**src/rtl/conv_result_packer_pkg.sv**
```systemverilog
// Shared types and constants for the convolution result packer.
package conv_result_packer_pkg;

    // Drain sequencer states
    typedef enum logic [1:0] {
        IDLE  = 2'd0,
        READ  = 2'd1,
        FLUSH = 2'd2,
        DONE  = 2'd3
    } state_t;

    // int8 results packed per 32-bit output word
    localparam int LANES = 4;

    // int8 clamp limits
    localparam int INT8_MAX = 127;
    localparam int INT8_MIN = -128;

    // One converted result: clamped byte plus "clamping changed the value" flag
    typedef struct packed {
        logic [7:0] val;
        logic       sat;
    } conv_t;

endpackage

```
**src/rtl/conv_result_packer_if.sv**
```systemverilog
// Result RAM read port plus the packed-word valid/ready output stream.
interface conv_result_packer_if #(
    parameter int RSLT_ADDR_WIDTH = 8,
    parameter int RSLT_DWIDTH     = 20
) ();

    logic        [RSLT_ADDR_WIDTH-1:0] rd_addr;
    logic signed [RSLT_DWIDTH-1:0]     rd_data;
    logic        [31:0]                out_data;
    logic                              out_valid;
    logic                              out_ready;

    // Packer side
    modport master (
        output rd_addr,
        input  rd_data,
        output out_data,
        output out_valid,
        input  out_ready
    );

    // RAM + consumer side
    modport slave (
        input  rd_addr,
        output rd_data,
        input  out_data,
        input  out_valid,
        output out_ready
    );

endinterface

```
**src/rtl/conv_result_packer_sync_fifo.sv**
```systemverilog
// Single-clock FIFO; head word is presented straight from storage.
module sync_fifo #(
    parameter int WIDTH = 32,
    parameter int DEPTH = 4
) (
    input  logic                     clk,
    input  logic                     reset_n,
    input  logic                     push,
    input  logic [WIDTH-1:0]         din,
    input  logic                     pop,
    output logic [WIDTH-1:0]         dout,
    output logic                     empty,
    output logic [$clog2(DEPTH):0]   count
);

    localparam int PW = $clog2(DEPTH);

    logic [WIDTH-1:0] mem [DEPTH];
    logic [PW-1:0]    wr_ptr;
    logic [PW-1:0]    rd_ptr;
    logic [PW:0]      cnt;
    logic             full;
    logic             push_ok;
    logic             pop_ok;

    assign empty   = (cnt == '0);
    assign full    = (cnt == (PW+1)'(DEPTH));
    // A push at full is accepted when the head leaves in the same cycle
    assign push_ok = push && (!full || pop);
    assign pop_ok  = pop && !empty;
    assign dout    = mem[rd_ptr];
    assign count   = cnt;

    // Storage, pointers and occupancy; reset empties and clears the array
    always_ff @(posedge clk or negedge reset_n) begin
        if (!reset_n) begin
            wr_ptr <= '0;
            rd_ptr <= '0;
            cnt    <= '0;
            for (int i = 0; i < DEPTH; i++) begin
                mem[i] <= '0;
            end
        end else begin
            if (push_ok) begin
                mem[wr_ptr] <= din;
                wr_ptr      <= wr_ptr + 1'b1;
            end
            if (pop_ok) begin
                rd_ptr <= rd_ptr + 1'b1;
            end
            case ({push_ok, pop_ok})
                2'b10:   cnt <= cnt + 1'b1;
                2'b01:   cnt <= cnt - 1'b1;
                default: cnt <= cnt;
            endcase
        end
    end

endmodule

```
**src/rtl/conv_result_packer.sv**
```systemverilog
// Drains N signed results from the result RAM, converts each to int8
// (optional ReLU, then clamp), packs four per word and streams them out.
module conv_result_packer
    import conv_result_packer_pkg::*;
#(
    parameter int RSLT_ADDR_WIDTH = 8,
    parameter int RSLT_DWIDTH     = 20,
    parameter int FIFO_DEPTH      = 4
) (
    input  logic                     clk,
    input  logic                     reset_n,
    input  logic                     start,
    input  logic [RSLT_ADDR_WIDTH:0] count,
    input  logic                     relu_en,
    conv_result_packer_if.master     bus,
    output logic                     busy,
    output logic                     done,
    output logic [7:0]               sat_count
);

    localparam int FCW = $clog2(FIFO_DEPTH) + 1;
    localparam int LW  = $clog2(LANES);
    localparam logic signed [RSLT_DWIDTH-1:0] SAT_HI  = RSLT_DWIDTH'(INT8_MAX);
    localparam logic signed [RSLT_DWIDTH-1:0] SAT_LO  = RSLT_DWIDTH'(INT8_MIN);
    localparam logic        [RSLT_ADDR_WIDTH:0] ONE_N = 1;
    localparam logic        [FCW:0]             OCC_LIMIT = (FCW+1)'(FIFO_DEPTH - 1);

    state_t state_q, state_d;

    logic [RSLT_ADDR_WIDTH:0]   n_q;
    logic                       relu_q;
    logic [RSLT_ADDR_WIDTH-1:0] rd_addr_q;

    logic                       vld_p0;
    logic                       last_p0;
    logic [LW-1:0]              lane_idx_p0;
    logic [31:0]                acc_p0;
    logic                       vld_p1;
    logic [31:0]                word_p1;

    logic [FCW-1:0]             fifo_cnt;
    logic                       fifo_empty;
    logic [31:0]                fifo_dout;
    logic                       pop;

    logic                       start_ok;
    logic                       issue_ok;
    logic                       issue;
    logic                       issue_last;
    logic                       partial;
    logic                       pipe_empty;
    logic                       closing;
    logic [FCW:0]               occ;
    conv_t                      conv;
    logic [31:0]                word_next;

    // ReLU first, then clamp to int8; only the clamp counts as saturation
    function automatic conv_t to_int8(input logic signed [RSLT_DWIDTH-1:0] v,
                                      input logic relu);
        logic signed [RSLT_DWIDTH-1:0] r;
        conv_t res;
        r = (relu && v[RSLT_DWIDTH-1]) ? '0 : v;
        res.sat = 1'b0;
        res.val = r[7:0];
        if (r > SAT_HI) begin
            res.val = 8'h7F;
            res.sat = 1'b1;
        end else if (r < SAT_LO) begin
            res.val = 8'h80;
            res.sat = 1'b1;
        end
        return res;
    endfunction

    assign start_ok   = start && (state_q == IDLE || state_q == DONE);
    assign issue_last = (({1'b0, rd_addr_q} + ONE_N) == n_q);
    // Words already committed to the FIFO or still being assembled downstream
    assign partial    = vld_p0 || (lane_idx_p0 != '0);
    assign occ        = {1'b0, fifo_cnt} + (FCW+1)'(vld_p1) + (FCW+1)'(partial);
    assign issue_ok   = (occ < OCC_LIMIT);
    assign issue      = (state_q == READ) && issue_ok;
    assign pipe_empty = !vld_p0 && !vld_p1 && (lane_idx_p0 == '0);

    assign conv      = to_int8(bus.rd_data, relu_q);
    assign word_next = acc_p0 | (32'(conv.val) << {lane_idx_p0, 3'b000});
    assign closing   = (lane_idx_p0 == LW'(LANES - 1)) || last_p0;

    assign pop           = bus.out_valid && bus.out_ready;
    assign bus.out_valid = !fifo_empty;
    assign bus.out_data  = fifo_dout;
    assign bus.rd_addr   = rd_addr_q;

    assign busy = (state_q == READ) || (state_q == FLUSH);
    assign done = (state_q == DONE);

    // State register
    always_ff @(posedge clk or negedge reset_n) begin
        if (!reset_n) begin
            state_q <= IDLE;
        end else begin
            state_q <= state_d;
        end
    end

    // Next-state: FLUSH ends on the handshake that empties the whole path
    always_comb begin
        state_d = state_q;
        case (state_q)
            IDLE, DONE: begin
                if (start) begin
                    state_d = (count == '0) ? DONE : READ;
                end
            end
            READ: begin
                if (issue && issue_last) begin
                    state_d = FLUSH;
                end
            end
            FLUSH: begin
                if (pipe_empty && pop && fifo_cnt == FCW'(1)) begin
                    state_d = DONE;
                end
            end
            default: state_d = IDLE;
        endcase
    end

    // Drain parameters and read address; address holds at N-1 on the last issue
    always_ff @(posedge clk or negedge reset_n) begin
        if (!reset_n) begin
            n_q       <= '0;
            relu_q    <= 1'b0;
            rd_addr_q <= '0;
        end else if (start_ok) begin
            n_q       <= count;
            relu_q    <= relu_en;
            rd_addr_q <= '0;
        end else if (issue && !issue_last) begin
            rd_addr_q <= rd_addr_q + 1'b1;
        end
    end

    // p0: RAM data returns; convert, place in lane, close word on lane 3 or last
    // p1: closed word waits one cycle, then is pushed into the FIFO
    always_ff @(posedge clk or negedge reset_n) begin
        if (!reset_n) begin
            vld_p0      <= 1'b0;
            last_p0     <= 1'b0;
            lane_idx_p0 <= '0;
            acc_p0      <= '0;
            vld_p1      <= 1'b0;
            word_p1     <= '0;
            sat_count   <= '0;
        end else begin
            vld_p0  <= issue;
            last_p0 <= issue && issue_last;
            vld_p1  <= 1'b0;
            if (start_ok) begin
                lane_idx_p0 <= '0;
                acc_p0      <= '0;
                sat_count   <= '0;
            end else if (vld_p0) begin
                if (conv.sat && sat_count != 8'hFF) begin
                    sat_count <= sat_count + 1'b1;
                end
                if (closing) begin
                    word_p1     <= word_next;
                    vld_p1      <= 1'b1;
                    acc_p0      <= '0;
                    lane_idx_p0 <= '0;
                end else begin
                    acc_p0      <= word_next;
                    lane_idx_p0 <= lane_idx_p0 + 1'b1;
                end
            end
        end
    end

    sync_fifo #(
        .WIDTH (32),
        .DEPTH (FIFO_DEPTH)
    ) u_fifo (
        .clk     (clk),
        .reset_n (reset_n),
        .push    (vld_p1),
        .din     (word_p1),
        .pop     (pop),
        .dout    (fifo_dout),
        .empty   (fifo_empty),
        .count   (fifo_cnt)
    );

endmodule
```
**src/flat_wrapper.sv**
```systemverilog
// flat-port wrapper written by rule: the top's interface ports become plain ports
module conv_result_packer_flat import conv_result_packer_pkg::*;
#(
    parameter int RSLT_ADDR_WIDTH = 8,
    parameter int RSLT_DWIDTH     = 20,
    parameter int FIFO_DEPTH      = 4
)
  (clk, reset_n, start, count, relu_en, busy, done, sat_count, bus_rd_addr, bus_rd_data, bus_out_data, bus_out_valid, bus_out_ready);
  conv_result_packer_if #(.RSLT_ADDR_WIDTH(RSLT_ADDR_WIDTH), .RSLT_DWIDTH(RSLT_DWIDTH)) bus_i ();
  input  logic clk;
  input  logic reset_n;
  input  logic start;
  input  logic [RSLT_ADDR_WIDTH:0] count;
  input  logic relu_en;
  output logic busy;
  output logic done;
  output logic [7:0] sat_count;
  output wire logic [$bits(bus_i.rd_addr)-1:0] bus_rd_addr;
  input wire logic [$bits(bus_i.rd_data)-1:0] bus_rd_data;
  output wire logic [$bits(bus_i.out_data)-1:0] bus_out_data;
  output wire logic [$bits(bus_i.out_valid)-1:0] bus_out_valid;
  input wire logic [$bits(bus_i.out_ready)-1:0] bus_out_ready;
  assign bus_rd_addr = bus_i.rd_addr;
  assign bus_i.rd_data = bus_rd_data;
  assign bus_out_data = bus_i.out_data;
  assign bus_out_valid = bus_i.out_valid;
  assign bus_i.out_ready = bus_out_ready;
  conv_result_packer #(.RSLT_ADDR_WIDTH(RSLT_ADDR_WIDTH), .RSLT_DWIDTH(RSLT_DWIDTH), .FIFO_DEPTH(FIFO_DEPTH)) u_core (.clk(clk), .reset_n(reset_n), .start(start), .count(count), .relu_en(relu_en), .bus(bus_i), .busy(busy), .done(done), .sat_count(sat_count));
endmodule
```
**config.mk**
```make
export PLATFORM = sky130hd
export DESIGN_NAME = conv_result_packer_flat
export DESIGN_NICKNAME = d
export VERILOG_FILES = /design/src/rtl/conv_result_packer_pkg.sv /design/src/rtl/conv_result_packer_if.sv /design/src/rtl/conv_result_packer_sync_fifo.sv /design/src/rtl/conv_result_packer.sv /design/src/flat_wrapper.sv
export SDC_FILE = /design/constraint.sdc
export NUM_CORES = 1
export LEC_CHECK = 0
export BUFFER_PORTS_ARGS = -buffer_cell sky130_fd_sc_hd__buf_4
export CAP_MARGIN = 20
export CORE_MARGIN = 2
export CORE_UTILIZATION = 55
export CTS_BUF_LIST = sky130_fd_sc_hd__clkbuf_4
export DETAILED_ROUTE_END_ITERATION = 7
export PLACE_DENSITY = 0.84
export SLEW_MARGIN = 30
export SYNTH_ARGS = -nofsm -noshare
export SYNTH_HDL_FRONTEND = slang
export SYNTH_HIERARCHICAL = 1
export SYNTH_SLANG_ARGS = --single-unit
```
**constraint.sdc**
```tcl
create_clock -name clk -period 2.95 [get_ports clk]
set_clock_uncertainty 0.15 [all_clocks]
set_input_delay 0.295 -clock clk [delete_from_list [all_inputs] [get_ports clk]]
set_output_delay 0.295 -clock clk [all_outputs]
set_load 0.01 [all_outputs]
```
==> results.yml, run 1 <==
worst_setup_path:
  cp-start-kind: "register"
  crit_type: "reg -> reg"
  ff2ff_path_depth: 13
  crit_required_ps: 3420
  cp.arrival_ps: 3240
  cp_max_fo: 12
  end_kind: "register"
routing:
  vias: 7235
  antenna_left: 0
  routedWlPerCell_um: 17.7
  drt-pass1-iter-count: 7
  drc: 0
  first_iter_violations: 436
  wl_mm: 22.4
  viasPerCell: 5.70
yosys:
  yosys.area.top_type: "dfrtp_1"
  synth.area.top_cells: "dfrtp_1 (55%), mux2_2 (14%), mux4_2 (6.9%)"
  ys_seq_elements: 232
  ys_warn_count: 6
  synth_commonest_cells: "dfrtp_1 (232), mux2_2 (129), nand2_1 (112), nor2_1 (78), o21ai_0 (57)"
  syn_nets: 897
  synth_edf_count: 0
  avgSynthCellArea_sq_um: 12.4
  syn-cell-area_sq_mm: 0.0105
  yosys.cell_types.count: 48
  synthCells: 847
  async_flop_share: 1.00
  synth_flop_cell: "dfrtp_1"
  yosysSeqAreaShare: 0.555
  synth_most_common_cell: "dfrtp_1"
  synth.top_cell.area_share: 0.555
timing:
  finalSetupTns_ps: 0
  max-slew-margin-rel: 0.496
  finalCriticalPeriod_ps: 2770
  rsz0062_at_grt: "no"
  tightestPinTransition_ps: 755
  final.period_utilization: 0.938
  fmax_mhz: 361
  finalSetupViolations: 0
  slew_violations: 0
  hold_viol: 0
  whs_ps: 87.5
grt:
  grt_pass1_vias: 7636
  grt_overflow: 0
  antenna_found_initial: 0
  grt_pass1_wl_mm: 37.2
  grt_usage: 0.232
  grt_max_degree: 100
die:
  die_h_um: 142
  io_pins: 85
  dieArea_sq_mm: 0.0201
  rows: 50
  start_util: 0.559
  fp.coreArea_sq_mm: 0.0187
  die_w_um: 142
finish:
  diodes: 0
  fin_util: 0.661
  final_nets: 1048
  layout-drive-gt1-share: 0.366
  syn_to_final_growth_pct: 18.2
  fillers: 1330
clocking:
  clock_latency_ps: 700
  path_clk_slew_ps: 70
  clockBufferDepth: 3
  cts_tree: "built"
  htree_levels: 2
  cts_buffers: 58
  clock-root-buffer: "clkbuf_4"
  cts.sinks: 232
pwr:
  vdd_drop_max_mv: 0.477
  power.leakage_nw: 5.95
  power.density_mw_per_mm2: 797
place:
  hpwl_mm: 13.9
  numPortBuffers: 84
  gp_congestion: 0.827
status:
  status: "completed"
run:
  timing.max_cap.violations: 0
min_path:
  hold_depth: 4
  min-delay-path-class: "in -> reg"
## where the power goes
group          switching, mW  total [mW]  internal (mW)  leakage, nW
registers              0.556        4.31           3.75         3.03
logic                   1.58        2.93           1.35         2.49
clock network           1.23        2.63           1.40        0.433
## cell usage in the layout (no fill, tap or decap), types with 15 or more instances in the layout
cell type,count
a21oi_1,16
clkbuf_4,86
o21ai_1,19
nand2_1,112
mux4_2,32
inv_1,19
buf_4,100
dlygate4sd3_1,20
mux2_2,129
nor2_1,74
o21ai_0,56
dfrtp_1,231
xor2_1,15
## critical path, cell delays in order (launching register included)
cell	delay (ps)
dfrtp_1	350
inv_1	80
ha_1	180
nor2b_1	160
fa_1	390
inv_1	70
ha_1	150
o211ai_1	90
o21ai_1	90
nand3_1	170
inv_2	130
o21ai_4	110
or4_1	410
a21oi_1	160
## per-layer routing
layer	up-vias	global-route usage	part of all wire
li1	3304	-	-
met3	34	0.0431	0.056
met5	-	0	0
met2	229	0.396	0.50
met4	0	0.0811	0.016
met1	3668	0.300	0.42
## path summary, 6_finish.rpt
check | from | end | slack [ps]
hold reg to reg | u_core/acc_p0[7] | u_core/acc_p0[7] | 330
min in group asynchronous | reset_n | u_core/u_fifo/mem[87] | 100
max in group asynchronous | reset_n | u_core/word_p1[2] | 1770
setup reg to reg | u_core/lane_idx_p0[1] | u_core/bus.rd_addr[7] | 180
setup / recovery | u_core/lane_idx_p0[1] | u_core/bus.rd_addr[7] | 180
hold / removal | bus_out_ready | u_core/u_fifo/rd_ptr[0] | 90
## sequential cells by signal (all words and copies together), names as in the netlist
name                  count
u_core/relu_q             1
u_core/bus.rd_addr        8
u_core/u_fifo/mem       128
u_core/u_fifo/wr_ptr      2
u_core/u_fifo/count       3
u_core/vld_p1             1
u_core/word_p1           32
u_core/n_q                9
u_core/vld_p0             1
u_core/state_q            2
u_core/lane_idx_p0        2
u_core/last_p0            1
u_core/u_fifo/rd_ptr      2
u_core/sat_count          8
u_core/acc_p0            32
## final cells by class
type	instances	area, sq um	share of cell area
repair buffers	129	1130	0.0910
clock inverters	11	68.8	0.00556
flip-flops and latches	232	5810	0.469
clock buffers	86	646	0.0522
inverters	20	75.1	0.00607
multi-input cells	557	4360	0.352
well taps	234	293	0.0237
## cell families (layout without fill, tap and decap cells)
group / Yosys count / after routing / synth area share
simple gates: 240 / 240 / 0.0995
flops: 232 / 232 / 0.555
mux: 165 / 165 / 0.212
compound gates: 111 / 111 / 0.0617
buf+inv: 58 / 246 / 0.0310
xor+xnor: 25 / 25 / 0.0209
fa+ha+maj: 16 / 16 / 0.0206
## stage by stage
stage	instance area [sq um]	cells	total power [mW]	worst slack, ps
6_report	12400	1269	9.87	183
5_1_grt	12400	1269	10.5	0.179
4_1_cts	12300	1267	9.92	100
3_5_place_dp	11400	1150	7.22	106
3_3_place_gp	11400	1150	7.09	210
2_1_floorplan	10500	847	6.15	116
## repair_timing
item                                    4_1_cts  5_1_grt
buffers inserted                              0        2
hold buffers                                 20        0
endpoints found under the setup margin        0        3
gates resized for setup                       0        3
hold endpoints to repair                    214        0
No activity file was read; power rests on OpenSTA's default activity.
==> run 2: changes to the inputs <==
--- a/config.mk
+++ b/config.mk
@@ -9,9 +9,9 @@
 export CAP_MARGIN = 20
 export CORE_MARGIN = 2
 export CORE_UTILIZATION = 55
-export CTS_BUF_LIST = sky130_fd_sc_hd__clkbuf_4
+export CTS_BUF_LIST = sky130_fd_sc_hd__clkbuf_4 sky130_fd_sc_hd__clkbuf_8
 export DETAILED_ROUTE_END_ITERATION = 7
-export PLACE_DENSITY = 0.84
+export PLACE_DENSITY = 0.83
 export SLEW_MARGIN = 30
 export SYNTH_ARGS = -nofsm -noshare
 export SYNTH_HDL_FRONTEND = slang
==> run 2 against run 1 <==
Compared with the run above:
- utilization is essentially flat
- die area did not move
- first-iteration DRC count up 17%
==> results.yml, run 2 (synthesis gave the netlist of run 1 again) <==
finish:
  regMostFlops: "u_core/u_fifo/mem"
  multiInputGateArea_sq_mm: 0.00437
  diodes: 0
  layout_common_cells: "dfrtp_1 (231), mux2_2 (129), nand2_1 (112)"
  syn_to_final_growth_pct: 18.2
  top_regs: "u_core/u_fifo/mem: 128 flops, u_core/acc_p0: 32 flops, u_core/word_p1: 32 flops"
  seqCellArea_sq_mm: 0.00581
  layout-drive-gt1-share: 0.361
  design_area_sq_mm: 0.0124
  final_common_cell: "dfrtp_1"
  final_nets: 1024
  largest_reg_flops: 128
  fillers: 1357
place:
  numPortBuffers: 84
  gp_congestion: 0.840
  hpwl_mm: 14.5
  place_area_sq_mm: 0.0114
pwr:
  p_clk_frac: 0.296
  p_comb_frac: 0.285
  power_switching_mw: 3.37
  vdd_drop_max_mv: 0.472
  power.density_mw_per_mm2: 827
  power.leakage_nw: 5.92
  switching_share: 0.330
  power_frac_seq: 0.419
  internal_power_mw: 6.86
worst_setup_path:
  cp.arrival_ps: 3030
  end_kind: "register"
  startpoint: "u_core/lane_idx_p0[1]"
  cp-start-kind: "register"
  regToRegStartpoint: "u_core/lane_idx_p0[1]"
  crit_required_ps: 3250
  crit_type: "reg -> reg"
  cp_max_fo: 8
min_path:
  min_from: "bus_rd_data[19]"
  min-delay-path-class: "in -> reg"
die:
  io_pins: 85
  rows: 50
  dieArea_sq_mm: 0.0201
  fp.coreArea_sq_mm: 0.0187
  die_h_um: 142
  die_w_um: 142
  start_util: 0.559
routing:
  routedWlPerCell_um: 17.9
  antenna_left: 0
  wl_mm: 22.1
  drt-pass1-iter-count: 4
  drc: 0
  vias: 7017
  viasPerCell: 5.69
  first_iter_violations: 508
grt:
  grt_pass1_wl_mm: 36.9
  grt_usage: 0.229
  antenna_found_initial: 0
  grt_max_degree: 88
  grt_overflow: 0
  use_met1: 0.309
  gr-max-usage-layer: "met2"
  grt_use_met2: 0.378
  grt_pass1_vias: 7424
  use_met3: 0.0548
timing:
  final.period_utilization: 0.929
  finalSetupViolations: 0
  tightestPinTransition_ps: 739
  max-slew-margin-rel: 0.508
  rsz0062_at_grt: "no"
  finalSetupTns_ps: 0
  fmax_mhz: 365
  finalCriticalPeriod_ps: 2740
  hold_viol: 0
  slew_violations: 0
clocking:
  clock-root-buffer: "clkbuf_8"
  cts_tree: "built"
  path_clk_slew_ps: 60
  clock_latency_ps: 540
  clockBufferDepth: 3
  cts.sinks: 232
  htree_levels: 2
  cts_buffers: 39
run:
  timing.max_cap.violations: 0
status:
  status: "completed"
==> run 2: cell types whose count changed in the layout (fill, tap and decap cells not counted), sizes merged <==
cell | previous run | this run
clkinv | 8 | 4
buf | 109 | 112
clkbuf | 86 | 57
inv | 22 | 21
bufinv | 1 | 2
clkinvlp | 0 | 2
dlygate4sd3 | 20 | 12
==> run 2: routing by layer <==
metal  share of wire  vias to the layer above
met5               0                        -
met1            0.42                     3539
met3           0.064                       33
met4           0.017                        0
li1                -                     3226
met2            0.50                      219
==> run 2: through the flow <==
stage          worst slack (ps)  hold WS [ps]  cells  utilization  power, mW
5_1_grt                    23.3          73.6   1233        0.661       10.9
3_3_place_gp                230           195   1154        0.608       7.07
2_1_floorplan               116          -151    847            -       6.15
6_report                    211          64.5   1233        0.661       10.2
4_1_cts                     129          27.9   1232        0.659       10.3
3_5_place_dp                137           200   1154        0.608       7.20
==> run 2: timing repair <==
action                     in CTS  in global routing
setup endpoints to repair       0                  2
resized for setup               0                  6
hold endpoints to repair       95                  0
setup buffers                   0                  1
hold buffers                   12                  0
==> run 2: worst paths after layout <==
| kind | end | slack (ps) | depth (start not counted) |
|---|---|---|---|
| worst max register to register | u_core/bus.rd_addr[5] | 210 | 14 |
| worst max-delay path | u_core/bus.rd_addr[5] | 210 | 14 |
| worst min register to register | u_core/acc_p0[29] | 330 | 2 |
| max in group asynchronous | u_core/u_fifo/mem[40] | 1530 | 3 |
| worst min-delay path | u_core/acc_p0[23] | 60 | 3 |
| min in group asynchronous | u_core/u_fifo/mem[93] | 220 | 2 |
==> run 2: power groups by stage <==
stage               registers (mW)  logic (mW)  clock network [mW]
global placement              4.29        2.79                   0
floorplan                     4.15        2.00                   0
global route                  4.38        3.23                3.25
CTS                           4.29        2.89                3.11
detailed placement            4.33        2.86                   0
finish                        4.29        2.91                3.02
==> run 2: cell type report <==
type                            instances  share of cell area
Multi-Input combinational cell        557               0.353
Sequential cell                       232               0.470
Clock inverter                          9             0.00840
Tap cell                              234              0.0237
Inverter                               20             0.00607
Clock buffer                           57              0.0594
Timing Repair Buffer                  124              0.0793
==> run 2: critical path, stage by stage, from the launching register on <==
cell	delay (ps)
dfrtp_1	360
inv_1	90
ha_1	180
nor2b_2	160
fa_2	340
inv_1	70
ha_1	160
o211ai_1	90
o21ai_1	120
nand3_2	130
inv_2	110
o21ai_4	90
buf_4	170
or3_1	300
a21oi_1	150
==> run 3: changes to the inputs <==
--- a/config.mk
+++ b/config.mk
@@ -11,7 +11,7 @@
 export CORE_UTILIZATION = 55
 export CTS_BUF_LIST = sky130_fd_sc_hd__clkbuf_4 sky130_fd_sc_hd__clkbuf_8
 export DETAILED_ROUTE_END_ITERATION = 7
-export PLACE_DENSITY = 0.83
+export PLACE_DENSITY = 0.8
 export SLEW_MARGIN = 30
 export SYNTH_ARGS = -nofsm -noshare
 export SYNTH_HDL_FRONTEND = slang
==> constraint.sdc (replaced) <==
create_clock -name clk -period 3.4 [get_ports clk]
set_clock_uncertainty 0.15 [all_clocks]
set_input_delay 0.34 -clock clk [delete_from_list [all_inputs] [get_ports clk]]
set_output_delay 0.34 -clock clk [all_outputs]
set_load 0.01 [all_outputs]
==> run 3 against run 2 <==
Compared with the run above:
- worst hold slack improved by 2.6 ps
- fmax decreased by 11%
- combinational power decreased by 19%
- first-iteration DRC count decreased by 27%
- final area decreased by 1.6%
- highest routed layer unchanged
- clock-buffer cell count increased by 3
==> results.yml, run 3 (synthesis gave the netlist of run 1 again) <==
routing:
  wl_met3_mm: 1.15
  vias: 6830
  top_layer: "met4"
  wl_mm: 21.2
  first_iter_violations: 373
  routedWlPerCell_um: 17.5
  drt-pass1-iter-count: 4
  met2_length_mm: 10.1
  antenna_left: 0
  drc: 0
  routedLengthMet1_mm: 9.51
  viasPerCell: 5.64
place:
  numPortBuffers: 84
  gp_congestion: 0.811
  place_ws_ps: 363
  place_area_sq_mm: 0.0113
  hpwl_mm: 13.6
timing:
  hold_viol: 0
  finalSetupTns_ps: 0
  fmax_mhz: 327
  finalCriticalPeriod_ps: 3060
  final.setup.worst_slack_ps: 339
  slew_violations: 0
  finalSetupViolations: 0
  max-slew-margin-rel: 0.433
  final.period_utilization: 0.900
  rsz0062_at_grt: "no"
  tightestPinTransition_ps: 851
finish:
  syn_to_final_growth_pct: 16.3
  design_area_sq_mm: 0.0122
  final_nets: 1006
  regMostFlops: "u_core/u_fifo/mem"
  top_regs: "u_core/u_fifo/mem: 128 flops, u_core/acc_p0: 32 flops, u_core/word_p1: 32 flops"
  largest_reg_flops: 128
  layout_common_cells: "dfrtp_1 (231), mux2_2 (129), nand2_1 (112)"
  final_common_cell: "dfrtp_1"
  layout-drive-gt1-share: 0.345
  diodes: 0
pwr:
  power_frac_seq: 0.442
  switching_share: 0.328
  vdd_drop_max_mv: 0.407
  power.leakage_nw: 5.81
  power_mw: 8.58
  power.density_mw_per_mm2: 705
  power_switching_mw: 2.82
  internal_power_mw: 5.76
  p_clk_frac: 0.283
  p_comb_frac: 0.276
clocking:
  postCtsHoldBufs: 11
  cts_resized: 0
  cts_setup_buffers: 0
  cts.sinks: 232
  htree_levels: 2
  clock_latency_ps: 520
  cts_buffers: 38
  cts_tree: "built"
  clockBufferDepth: 3
  clock-root-buffer: "clkbuf_8"
  path_clk_slew_ps: 60
die:
  die_w_um: 142
  io_pins: 85
  start_util: 0.559
  rows: 50
  dieArea_sq_mm: 0.0201
  fp.coreArea_sq_mm: 0.0187
  die_h_um: 142
min_path:
  min_from: "start"
  hold_depth: 3
  min_to: "u_core/state_q[0]"
  min-delay-path-class: "in -> reg"
grt:
  grt_pass1_vias: 7179
  grt_pass1_wl_mm: 36.2
  antenna_found_initial: 0
  grt_overflow: 0
  grt_usage: 0.225
  grt_max_degree: 117
worst_setup_path:
  reg2reg_slack_ps: 340
  cp-start-kind: "register"
  crit_required_ps: 3700
  rr_endpoint: "u_core/bus.rd_addr[7]"
  ff2ff_path_depth: 13
  cp_max_fo: 13
  cp.arrival_ps: 3360
  regToRegStartpoint: "u_core/lane_idx_p0[0]"
  end_kind: "register"
  crit_type: "reg -> reg"
run:
  timing.max_cap.violations: 0
status:
  status: "completed"
-- run 3: worst max-delay path, stage by stage, from the launching register on --
cell and delay, ps:
dfrtp_1 500, inv_1 140, ha_1 230, nor2b_1 150, fa_1 380, inv_1 60
ha_1 150, o211ai_1 80, o21ai_0 90, nand3_1 150, inv_1 130, o21ai_2 150
or4_1 440, a21oi_1 150
-- run 3: metal layers --
| metal | vias to the layer above | track usage |
|---|---|---|
| met4 | 0 | 0.0737 |
| met5 | - | 0 |
| met1 | 3424 | 0.322 |
| met3 | 42 | 0.0404 |
| met2 | 180 | 0.356 |
| li1 | 3184 | - |
-- run 3: area by class of cell --
cell class | count | area, sq um
Sequential cell | 232 | 5810
Clock inverter | 2 | 10.0
Fill cell | 1396 | 6540
Inverter | 20 | 75.1
Tap cell | 234 | 293
Clock buffer | 60 | 757
Multi-Input combinational cell | 557 | 4350
Timing Repair Buffer | 107 | 876
-- run 3: stage by stage --
stage | cells | hold WS, ps | utilization
floorplan | 847 | -106 | -
global placement | 1139 | 312 | 0.604
detailed placement | 1139 | 321 | 0.604
finish | 1212 | 67.1 | 0.651
global route | 1212 | 63.1 | 0.651
CTS | 1212 | 43.4 | 0.650
-- run 3: worst max path at each step --
stage                                startpoint                    end  slack (ps)
final                     u_core/lane_idx_p0[0]  u_core/bus.rd_addr[7]         340
after global routing      u_core/lane_idx_p0[0]  u_core/bus.rd_addr[7]         100
after CTS                 u_core/lane_idx_p0[0]  u_core/bus.rd_addr[7]         340
after detailed placement  u_core/lane_idx_p0[0]  u_core/bus.rd_addr[7]         360
after global placement    u_core/lane_idx_p0[0]  u_core/bus.rd_addr[7]         490
after floorplan           u_core/lane_idx_p0[0]  u_core/bus.rd_addr[6]         570
-- run 3: power groups by stage --
stage / registers, mW / logic [mW] / clock network, mW
final: 3.79 / 2.37 / 2.43
after global routing: 3.88 / 2.64 / 2.61
after CTS: 3.79 / 2.39 / 2.49
after detailed placement: 3.83 / 2.37 / 0
after global placement: 3.80 / 2.30 / 0
after floorplan: 3.60 / 1.74 / 0
